## src/rtl/ysyx_24100029_bp_pkg.sv

```systemverilog
// Branch-predictor update path: shared defaults and queue record type.
// Contents:
//   BP_PHT_INDEX_WIDTH - default width of a PHT index
//   BP_GHR_WIDTH       - default global history length
//   bp_entry_t         - one resolved-branch record {pc_idx, taken} at default width
package ysyx_24100029_bp_pkg;

    localparam int BP_PHT_INDEX_WIDTH = 8;
    localparam int BP_GHR_WIDTH       = 8;

    typedef struct packed {
        logic [BP_PHT_INDEX_WIDTH-1:0] pc_idx;
        logic                          taken;
    } bp_entry_t;

endpackage

```

## src/rtl/ysyx_24100029_sync_fifo.sv

```systemverilog
// Small synchronous FIFO used to buffer branch-update records.
// Ports:
//   clock, reset (async, active-low)
//   clear        - synchronous flush of pointers and occupancy (wins over push/pop)
//   push, wdata  - write at tail (ignored when full)
//   pop          - advance head (ignored when empty)
//   rdata        - combinational head entry
//   count, empty, full - occupancy status from registered state
// Payload storage carries no reset; only pointers and count are reset.
module ysyx_24100029_sync_fifo #(
    parameter int WIDTH = 9,
    parameter int DEPTH = 4
) (
    input  logic                       clock,
    input  logic                       reset,
    input  logic                       clear,
    input  logic                       push,
    input  logic                       pop,
    input  logic [WIDTH-1:0]           wdata,
    output logic [WIDTH-1:0]           rdata,
    output logic [$clog2(DEPTH):0]     count,
    output logic                       empty,
    output logic                       full
);

    localparam int AW = $clog2(DEPTH);
    localparam int CW = AW + 1;

    logic [WIDTH-1:0] mem_r [DEPTH];
    logic [AW-1:0]    wr_ptr_r;
    logic [AW-1:0]    rd_ptr_r;
    logic [CW-1:0]    count_r;
    logic             push_ok_s;
    logic             pop_ok_s;

    // Qualify requests so an overflow or underflow can never corrupt state.
    always_comb begin
        empty     = (count_r == {CW{1'b0}});
        full      = (count_r == CW'(DEPTH));
        push_ok_s = push && !full && !clear;
        pop_ok_s  = pop && !empty && !clear;
        rdata     = mem_r[rd_ptr_r];
        count     = count_r;
    end

    // Payload write at the tail; contents need no reset.
    always_ff @(posedge clock) begin
        if (push_ok_s) begin
            mem_r[wr_ptr_r] <= wdata;
        end
    end

    // Pointer and occupancy bookkeeping; pointers wrap naturally (DEPTH is a power of two).
    always_ff @(posedge clock or negedge reset) begin
        if (!reset) begin
            wr_ptr_r <= {AW{1'b0}};
            rd_ptr_r <= {AW{1'b0}};
            count_r  <= {CW{1'b0}};
        end else if (clear) begin
            wr_ptr_r <= {AW{1'b0}};
            rd_ptr_r <= {AW{1'b0}};
            count_r  <= {CW{1'b0}};
        end else begin
            if (push_ok_s) begin
                wr_ptr_r <= wr_ptr_r + AW'(1'b1);
            end
            if (pop_ok_s) begin
                rd_ptr_r <= rd_ptr_r + AW'(1'b1);
            end
            case ({push_ok_s, pop_ok_s})
                2'b10:   count_r <= count_r + CW'(1'b1);
                2'b01:   count_r <= count_r - CW'(1'b1);
                default: count_r <= count_r;
            endcase
        end
    end

endmodule

```

## src/rtl/ysyx_24100029_bp_update_queue.sv

```systemverilog
// Branch predictor update queue: buffers resolved conditional branches from
// commit and drains them, one per cycle, into the PHT write port while
// maintaining the committed global history register (gshare indexing).
// Ports:
//   clock, reset (async, active-low)
//   in_valid/in_ready/in_pc/in_taken - resolved-branch record from commit
//   bp_hold   - pause PHT training (records stay queued, pushes continue)
//   bp_clear  - flush queue and history
//   fetch_pc  - PC being predicted; pht_index_r is its gshare read index
//   pht_w_en/pht_index_w/is_taken - PHT counter update port (zero when idle)
//   ghr       - committed global history
//   count     - queue occupancy
module ysyx_24100029_bp_update_queue
    import ysyx_24100029_bp_pkg::*;
#(
    parameter int PHT_INDEX_WIDTH = BP_PHT_INDEX_WIDTH,
    parameter int GHR_WIDTH       = BP_GHR_WIDTH,
    parameter int DEPTH           = 4
) (
    input  logic                       clock,
    input  logic                       reset,
    input  logic                       in_valid,
    output logic                       in_ready,
    input  logic [31:0]                in_pc,
    input  logic                       in_taken,
    input  logic                       bp_hold,
    input  logic                       bp_clear,
    input  logic [31:0]                fetch_pc,
    output logic [PHT_INDEX_WIDTH-1:0] pht_index_r,
    output logic                       pht_w_en,
    output logic [PHT_INDEX_WIDTH-1:0] pht_index_w,
    output logic                       is_taken,
    output logic [GHR_WIDTH-1:0]       ghr,
    output logic [$clog2(DEPTH):0]     count
);

    localparam int EW = PHT_INDEX_WIDTH + 1;

    // Same layout as bp_entry_t, sized by this instance's index width.
    typedef struct packed {
        logic [PHT_INDEX_WIDTH-1:0] pc_idx;
        logic                       taken;
    } entry_t;

    entry_t                     wr_entry_s;
    entry_t                     head_entry_s;
    logic                       fifo_full_s;
    logic                       fifo_empty_s;
    logic                       push_s;
    logic [GHR_WIDTH-1:0]       ghr_r;
    logic [GHR_WIDTH-1:0]       ghr_next_s;
    logic [PHT_INDEX_WIDTH-1:0] ghr_ext_s;
    logic                       unused_pc_bits_s;

    // PC bits outside the index field are intentionally ignored.
    assign unused_pc_bits_s = ^{in_pc[31:PHT_INDEX_WIDTH+2], in_pc[1:0],
                                fetch_pc[31:PHT_INDEX_WIDTH+2], fetch_pc[1:0]};

    ysyx_24100029_sync_fifo #(
        .WIDTH (EW),
        .DEPTH (DEPTH)
    ) u_fifo (
        .clock (clock),
        .reset (reset),
        .clear (bp_clear),
        .push  (push_s),
        .pop   (pht_w_en),
        .wdata (wr_entry_s),
        .rdata (head_entry_s),
        .count (count),
        .empty (fifo_empty_s),
        .full  (fifo_full_s)
    );

    // History shift-in of the popped direction; a 1-bit history just takes the new bit.
    if (GHR_WIDTH == 1) begin : g_ghr_one
        assign ghr_next_s = head_entry_s.taken;
    end else begin : g_ghr_shift
        assign ghr_next_s = {ghr_r[GHR_WIDTH-2:0], head_entry_s.taken};
    end

    // Handshake, drain enable and gshare index formation (uses pre-shift history).
    always_comb begin
        wr_entry_s.pc_idx = in_pc[PHT_INDEX_WIDTH+1:2];
        wr_entry_s.taken  = in_taken;
        // Readiness depends only on registered occupancy, never on a same-cycle pop.
        in_ready          = !fifo_full_s && !bp_clear;
        push_s            = in_valid && in_ready;
        pht_w_en          = !fifo_empty_s && !bp_hold && !bp_clear;
        ghr_ext_s                = {PHT_INDEX_WIDTH{1'b0}};
        ghr_ext_s[GHR_WIDTH-1:0] = ghr_r;
        pht_index_r       = fetch_pc[PHT_INDEX_WIDTH+1:2] ^ ghr_ext_s;
        if (pht_w_en) begin
            pht_index_w = head_entry_s.pc_idx ^ ghr_ext_s;
            is_taken    = head_entry_s.taken;
        end else begin
            pht_index_w = {PHT_INDEX_WIDTH{1'b0}};
            is_taken    = 1'b0;
        end
        ghr = ghr_r;
    end

    // Committed global history register, advanced once per drained record.
    always_ff @(posedge clock or negedge reset) begin
        if (!reset) begin
            ghr_r <= {GHR_WIDTH{1'b0}};
        end else if (bp_clear) begin
            ghr_r <= {GHR_WIDTH{1'b0}};
        end else if (pht_w_en) begin
            ghr_r <= ghr_next_s;
        end else begin
            ghr_r <= ghr_r;
        end
    end

endmodule

```

## config.mk

```make
export PLATFORM = sky130hd
export DESIGN_NAME = ysyx_24100029_bp_update_queue
export DESIGN_NICKNAME = d
export VERILOG_FILES = /design/src/rtl/ysyx_24100029_bp_pkg.sv /design/src/rtl/ysyx_24100029_sync_fifo.sv /design/src/rtl/ysyx_24100029_bp_update_queue.sv
export SDC_FILE = /design/constraint.sdc
export NUM_CORES = 1
export LEC_CHECK = 0
export CAP_MARGIN = 30
export CELL_PAD_IN_SITES_DETAIL_PLACEMENT = 1
export CELL_PAD_IN_SITES_GLOBAL_PLACEMENT = 2
export CORE_ASPECT_RATIO = 0.5
export CORE_MARGIN = 5
export CORE_UTILIZATION = 27
export CTS_CLUSTER_SIZE = 25
export DETAILED_ROUTE_END_ITERATION = 8
export GPL_TIMING_DRIVEN = 0
export PLACE_DENSITY = 0.81
export SYNTH_ARGS = -nofsm -noshare
export SYNTH_HDL_FRONTEND = slang
export SYNTH_SLANG_ARGS = --single-unit
```

## constraint.sdc

```tcl
create_clock -name clock -period 3.15 [get_ports clock]
set_clock_uncertainty 0.2 [all_clocks]
set_input_delay 0.4725 -clock clock [delete_from_list [all_inputs] [get_ports clock]]
set_output_delay 0.4725 -clock clock [all_outputs]
set_load 0.005 [all_outputs]
```

# Yosys cells after proc, flatten, opt, wreduce, memory -nomap -nowiden
# Memory sizes are Yosys's and may differ from the RTL's.
# Index checks and enable logic that the tools add are counted.
totals:
  ram_bits: 36
  latchBits: 0
  regBits: 15
  output_inout_bits: 30
  mem_count: 1
  rom_bits: 0
  wordCells: 43
op_classes:
  bitwise: 2
  order_cmp: 0
  n_addsub: 4
  muxes: 12
  reduce_logical: 17
  n_eq_ne: 3
  n_div: 0
  multipliers: 0
  n_shift: 0
memory_table:
  columns: ["name", "depth", "word_bits", "read_ports", "rd_clocked_by_memory_dff", "write_ports", "line_no", "rtl"]
  rows:
  - ["u_fifo.mem_r", 4, 9, 1, 0, 1, "ysyx_24100029_sync_fifo.sv:29", "logic [WIDTH-1:0] mem_r [DEPTH];"]
op_table:
  columns: ["operator", "count"]
  rows:
  - ["2-to-1 mux 8 bit", 3]
  - ["XOR 8 bit", 2]
  - ["logical AND 1 bit", 8]
  - ["2-to-1 mux 2 bit", 4]
  - ["one-hot mux 3 bit (2 select lines)", 1]
  - ["nonzero test 2 bit", 3]
  - ["adder 2 x 1 -> 2 bit, second input constant", 2]
  - ["logical NOT 1 bit", 4]
  - ["adder 3 x 1 -> 3 bit, second input constant", 1]
  - ["equality test 3 bit, second input constant", 1]
  - ["logical NOT 3 bit", 1]
  - ["2-to-1 mux 1 bit", 3]
  - ["2-to-1 mux 3 bit", 1]
  - ["nonzero test 3 bit", 1]
  - ["subtractor 3 x 1 -> 3 bit, second input constant", 1]
  - ["equality test 2 x 1 -> 1 bit, second input constant", 1]
  - ["equality test 2 bit, second input constant", 1]

# Longest topological paths before layout
logic_depth:
  depth_word: 9
  ltp_mapped: 9
  ltp_nobuf: 8

# Modules after synthesis
# Synthesis repeated with hierarchy kept, for this count alone.
hier_totals:
  hier_cells: 167
  hier_area_um2: 2403.6
modules_own_cells:
  columns: ["mod", "cells_per_inst", "instances", "seq_area_each_um2", "area_per_inst_um2"]
  rows:
  - ["ysyx_24100029_sync_fifo", 111, 1, 1256.2, 1848.0]
  - ["ysyx_24100029_bp_update_queue", 56, 1, 200.2, 555.5]

# Worst setup path after synthesis
# No wires, ideal clock.
synth_path:
  kind: "input-to-reg"
  from: "input port bp_clear"
  to: "register u_fifo.count_r[1] (netlist: u_fifo.count[1])"
  cell_stages: 8
  setup_ns: 0.134
  setup_slack_ns: 0.642
  n_path_buf: 2
  arrival_time_ns: 2.174
  path_cell_list: "clkbuf_1 or3_1 buf_2 nor2_1 fa_1 mux2_2 a2bb2oi_1 nor3_1"
synth_between:
  elab_chain_len: 8
  elab_cells_between_ends: 13
  cone_classes: "eq/ne: 2; mux: 2; reduce/logical: 9"
synth_rtl:
  columns: ["item", "line_no", "rtl"]
  rows:
  - ["start, declared", "ysyx_24100029_bp_update_queue.sv:27", "input logic bp_clear,"]
  - ["logical NOT 1 bit", null, null]
  - ["logical AND 1 bit", "ysyx_24100029_bp_update_queue.sv:87", "in_ready = !fifo_full_s && !bp_clear;"]
  - ["logical AND 1 bit", "ysyx_24100029_bp_update_queue.sv:88", "push_s = in_valid && in_ready;"]
  - ["logical AND 1 bit (2 in a row)", "ysyx_24100029_sync_fifo.sv:40", "push_ok_s = push && !full && !clear;"]
  - ["equality test 2 x 1 -> 1 bit / equality test 2 bit (equally long branches)", "ysyx_24100029_sync_fifo.sv:70", "case ({push_ok_s, pop_ok_s})"]
  - ["one-hot mux 3 bit (2 select lines)", "ysyx_24100029_sync_fifo.sv:70", null]
  - ["2-to-1 mux 3 bit", "ysyx_24100029_sync_fifo.sv:59", "end else if (clear) begin"]
  - ["end signal, assigned", "ysyx_24100029_sync_fifo.sv:58", "count_r <= {CW{1'b0}};"]
  - ["end signal, assigned", "ysyx_24100029_sync_fifo.sv:71", "2'b10: count_r <= count_r + CW'(1'b1);"]
  - ["end signal, assigned", "ysyx_24100029_sync_fifo.sv:72", "2'b01: count_r <= count_r - CW'(1'b1);"]
  - ["end, declared", "ysyx_24100029_sync_fifo.sv:32", "logic [CW-1:0] count_r;"]
# Several ways; a longest one is shown, not always the timed one.
# A chain may end at the register's enable or synchronous reset.

# Final worst setup path
layout_path:
  from: "input port bp_hold"
  to: "output port pht_index_w[0]"
layout_between:
  elab_chain_len: 4
layout_rtl:
  columns: ["item", "line_no", "rtl"]
  rows:
  - ["start, declared", "ysyx_24100029_bp_update_queue.sv:26", "input logic bp_hold,"]
  - ["logical NOT 1 bit", "ysyx_24100029_bp_update_queue.sv:89", "pht_w_en = !fifo_empty_s && !bp_hold && !bp_clear;"]
  - ["logical AND 1 bit (2 in a row)", "ysyx_24100029_bp_update_queue.sv:89", null]
  - ["2-to-1 mux 8 bit", "ysyx_24100029_bp_update_queue.sv:93", "if (pht_w_en) begin"]
  - ["end, declared", "ysyx_24100029_bp_update_queue.sv:31", "output logic [PHT_INDEX_WIDTH-1:0] pht_index_w,"]
# No other way between the ends.

==> results.txt <==
Synth Net Count -> 251
Synth Area in Compound Gates -> 0.0682
post-synthesis simple-gate area fraction -> 0.0974
Yosys Warn Count -> 0
DP Wirelength -> 4.12 mm
Mapped Avg Cell Area -> 13.6 um2
Logic pwr share -> 0.167
total negative slack -> 0 ps
layout cells sized above 1 -> 0.120
worst path required time -> 2480 ps
global-route wire length before repair -> 9.43 mm
worst path bufs/invs -> 4
Clock Pin Slew Worst Setup and Hold Paths -> 70 ps
hold_ws -> 402 ps
mux share of post-synthesis cell area -> 0.0906
largest net degree at the start of global routing -> 19
Post-DP Area -> 3050 um2
Setup CP Type -> in -> out
Synth area leader -> edfxtp_1
worst-path maximum fanout -> 10
initial antenna violation count -> 0
P_sw -> 408 uW
final design utilization -> 0.369
Max IR drop VDD -> 224 uV
vias -> 1563
top cell type's share of synthesized area -> 0.450
drt pass-1 iters -> 4
Netlist cell types -> 35
Post-synth EDFFs -> 36
Routed WL per cell -> 16.2 um
Max Freq -> 327 MHz
Lkg Pwr -> 1.12 nW
delay of the slowest critical-path stage -> 510 ps
Main synth FF type -> edfxtp_1
register area share after synthesis -> 0.606
initial core utilization -> 0.277
Final Wtd Congestion -> 0.706
Final Max Slew Viols -> 0
clock sinks -> 51
Gates resized, CTS repair -> 0
CORE AREA -> 8680 um2
finished layout cell area -> 3200 um2
Post-Synth XOR/XNOR Area -> 0.0766
relative slew slack -> 0.521
worst min path class -> in -> async
Worst path most repeated cell -> clkdlybuf4s50_1
# IOs -> 100
total length of routed wires -> 5.69 mm
Worst Tran Pin Value -> 716 ps
delay-heaviest family, CP -> buffers and inverters
Startpoint Class -> input port
part of the power in registers -> 0.480
Tcrit/Tclk final -> 0.970
pre-CTS setup slack -> -3.19 ps
Tmin final -> 3060 ps
setup violators final -> 0
final hold vios -> 0
RSZ-0062 raised after global routing -> false
Clk pwr share -> 0.353
clk root buf -> clkbuf_16
power per cell area -> 499 nW/um2
signal arrival time at the worst endpoint -> 2380 ps
Die Area -> 11000 um2
mean number of vias per cell -> 4.45
CTS HTree Levels -> 2
Pint -> 1.19 mW
CP Capture Type -> primary output
die height -> 76.7 um
Final Power -> 1.60 mW
gr ovfl total -> 0
Synth Instances -> 176
postcts setup bufs -> 0
number of filler cells placed in the layout -> 903
vias in the first global route -> 1716
fraction of registers with async set/reset -> 0.294
Num CTS Buffers -> 5
final cell count without fillers -> 351
clk_lat worst skew -> 290 ps
die width -> 143 um
top cells by area, synth -> edfxtp_1 (45%), dfrtp_1 (16%), mux4_2 (7.5%)
IO Port Bufs -> 50
hold_buf cts -> 0
dpl cells -> 343
Ant. Diodes -> 0
Syn Std Cell Area -> 2400 um2
slowest library cell on the worst path -> clkdlybuf4s50_1
Post-synth top cells -> edfxtp_1 (36), nor2_1 (17), dfrtp_1 (15), a21oi_1 (13)
post-route setup slack -> 93.9 ps
status -> finished, final reports clean
Sw Share -> 0.256
Bufs on Longest Clock Path -> 2
total track usage -> 0.109
top-count cell post-synth -> edfxtp_1
area grow syn2layout -> 33.3%
main combinational cell family by area after synthesis -> simple AND/OR/NAND/NOR gates
CTS tree -> yes
initial DRC count -> 63
flops & latches, synth -> 51
crit-path cells -> clkdlybuf4s50_1 -> buf_6 -> or3_1 -> buf_2 -> nor2_1 -> clkdlybuf4s50_1
# rows -> 24
adder-cell area share of the yosys netlist -> 0.0292
Max-Cap Viols -> 0
Routed Antenna Nets -> 0
nets@finish -> 308
DRC viols -> 0
[path summary, 6_finish.rpt]
path	cells past startpoint	slack (ps)	end	startpoint
worst min register to register	2	420	ghr[4]	ghr[3]
max in group asynchronous	1	1890	ghr[5]	reset
worst min-delay path	1	400	u_fifo.wr_ptr_r[1]	reset
worst max-delay path	6	90	pht_index_w[0]	bp_hold
min in group clock	2	410	u_fifo.count[2]	bp_clear
worst max register to register	7	540	u_fifo.count[1]	u_fifo.count[1]
[cells by family (layout without fill, tap and decap cells)]
kind of cell             count (synthesis)  after routing
AND/OR/NAND/NOR                         47             47
adder cells (fa/ha/maj)                  5              5
XOR/XNOR                                21             21
buffers and inverters                   14             72
multiplexers                            10             10
flip-flops                              51             51
AO/OA/AOI/OAI                           28             28
[final cells by class]
cell class | instances | area [um2] | area share
clock buffer | 5 | 125 | 0.0391
tap | 117 | 146 | 0.0457
timing repair buffer | 50 | 500 | 0.156
buffer | 10 | 61.3 | 0.0191
clock inverter | 3 | 27.5 | 0.00860
multi-input combinational | 111 | 870 | 0.272
inverter | 4 | 15.0 | 0.00469
sequential | 51 | 1460 | 0.455
[flip-flops by register name, summed over array words and instances, names as in the netlist]
signal / flops
u_fifo.count: 3
ghr: 8
u_fifo.rd_ptr_r: 2
u_fifo.wr_ptr_r: 2
u_fifo.mem_r: 36
[power by group through the flow]
stage                     Clock [mW]  Sequential [mW]  Combinational, mW
after floorplan                    0            0.776              0.155
after global placement             0            0.779              0.262
after detailed placement           0            0.781              0.269
after CTS                      0.572            0.767              0.271
after global routing           0.609            0.770              0.293
final                          0.564            0.766              0.267
[worst reg2reg max path, cell delays in order, from the launching register on]
cell	delay (ps)
dfrtp_1	510
nor2_1	180
a21oi_1	510
nor2_1	110
fa_1	470
mux2_2	280
a2bb2oi_1	160
nor3_1	60
[cell usage in the layout, fill, tap and decap left out, types with 2 or more instances in the layout]
cell / Yosys / layout
o21ai_0: 10 / 10
inv_1: 4 / 4
a21oi_1: 13 / 13
nor2_1: 17 / 17
nor3_1: 2 / 2
clkbuf_16: 0 / 5
edfxtp_1: 36 / 36
ha_1: 4 / 4
mux4_2: 8 / 8
nand3_1: 2 / 2
dfrtp_1: 15 / 15
clkbuf_1: 2 / 2
nand3b_1: 2 / 2
nand2_1: 12 / 12
buf_2: 4 / 4
nand2b_1: 2 / 2
xnor2_1: 12 / 12
buf_6: 2 / 2
and2_1: 4 / 4
xor2_1: 9 / 9
clkdlybuf4s50_1: 0 / 50
[per-layer routing]
| metal | vias up | track usage | wire length, um |
|---|---|---|---|
| met2 | 25 | 0.177 | 2730 |
| met3 | 7 | 0.0267 | 233 |
| met4 | 0 | 0.0338 | 68 |
| li1 | 746 | - | - |
| met1 | 785 | 0.143 | 2650 |
| met5 | - | 0 | 0 |
Power figures use the tool's default switching activity.
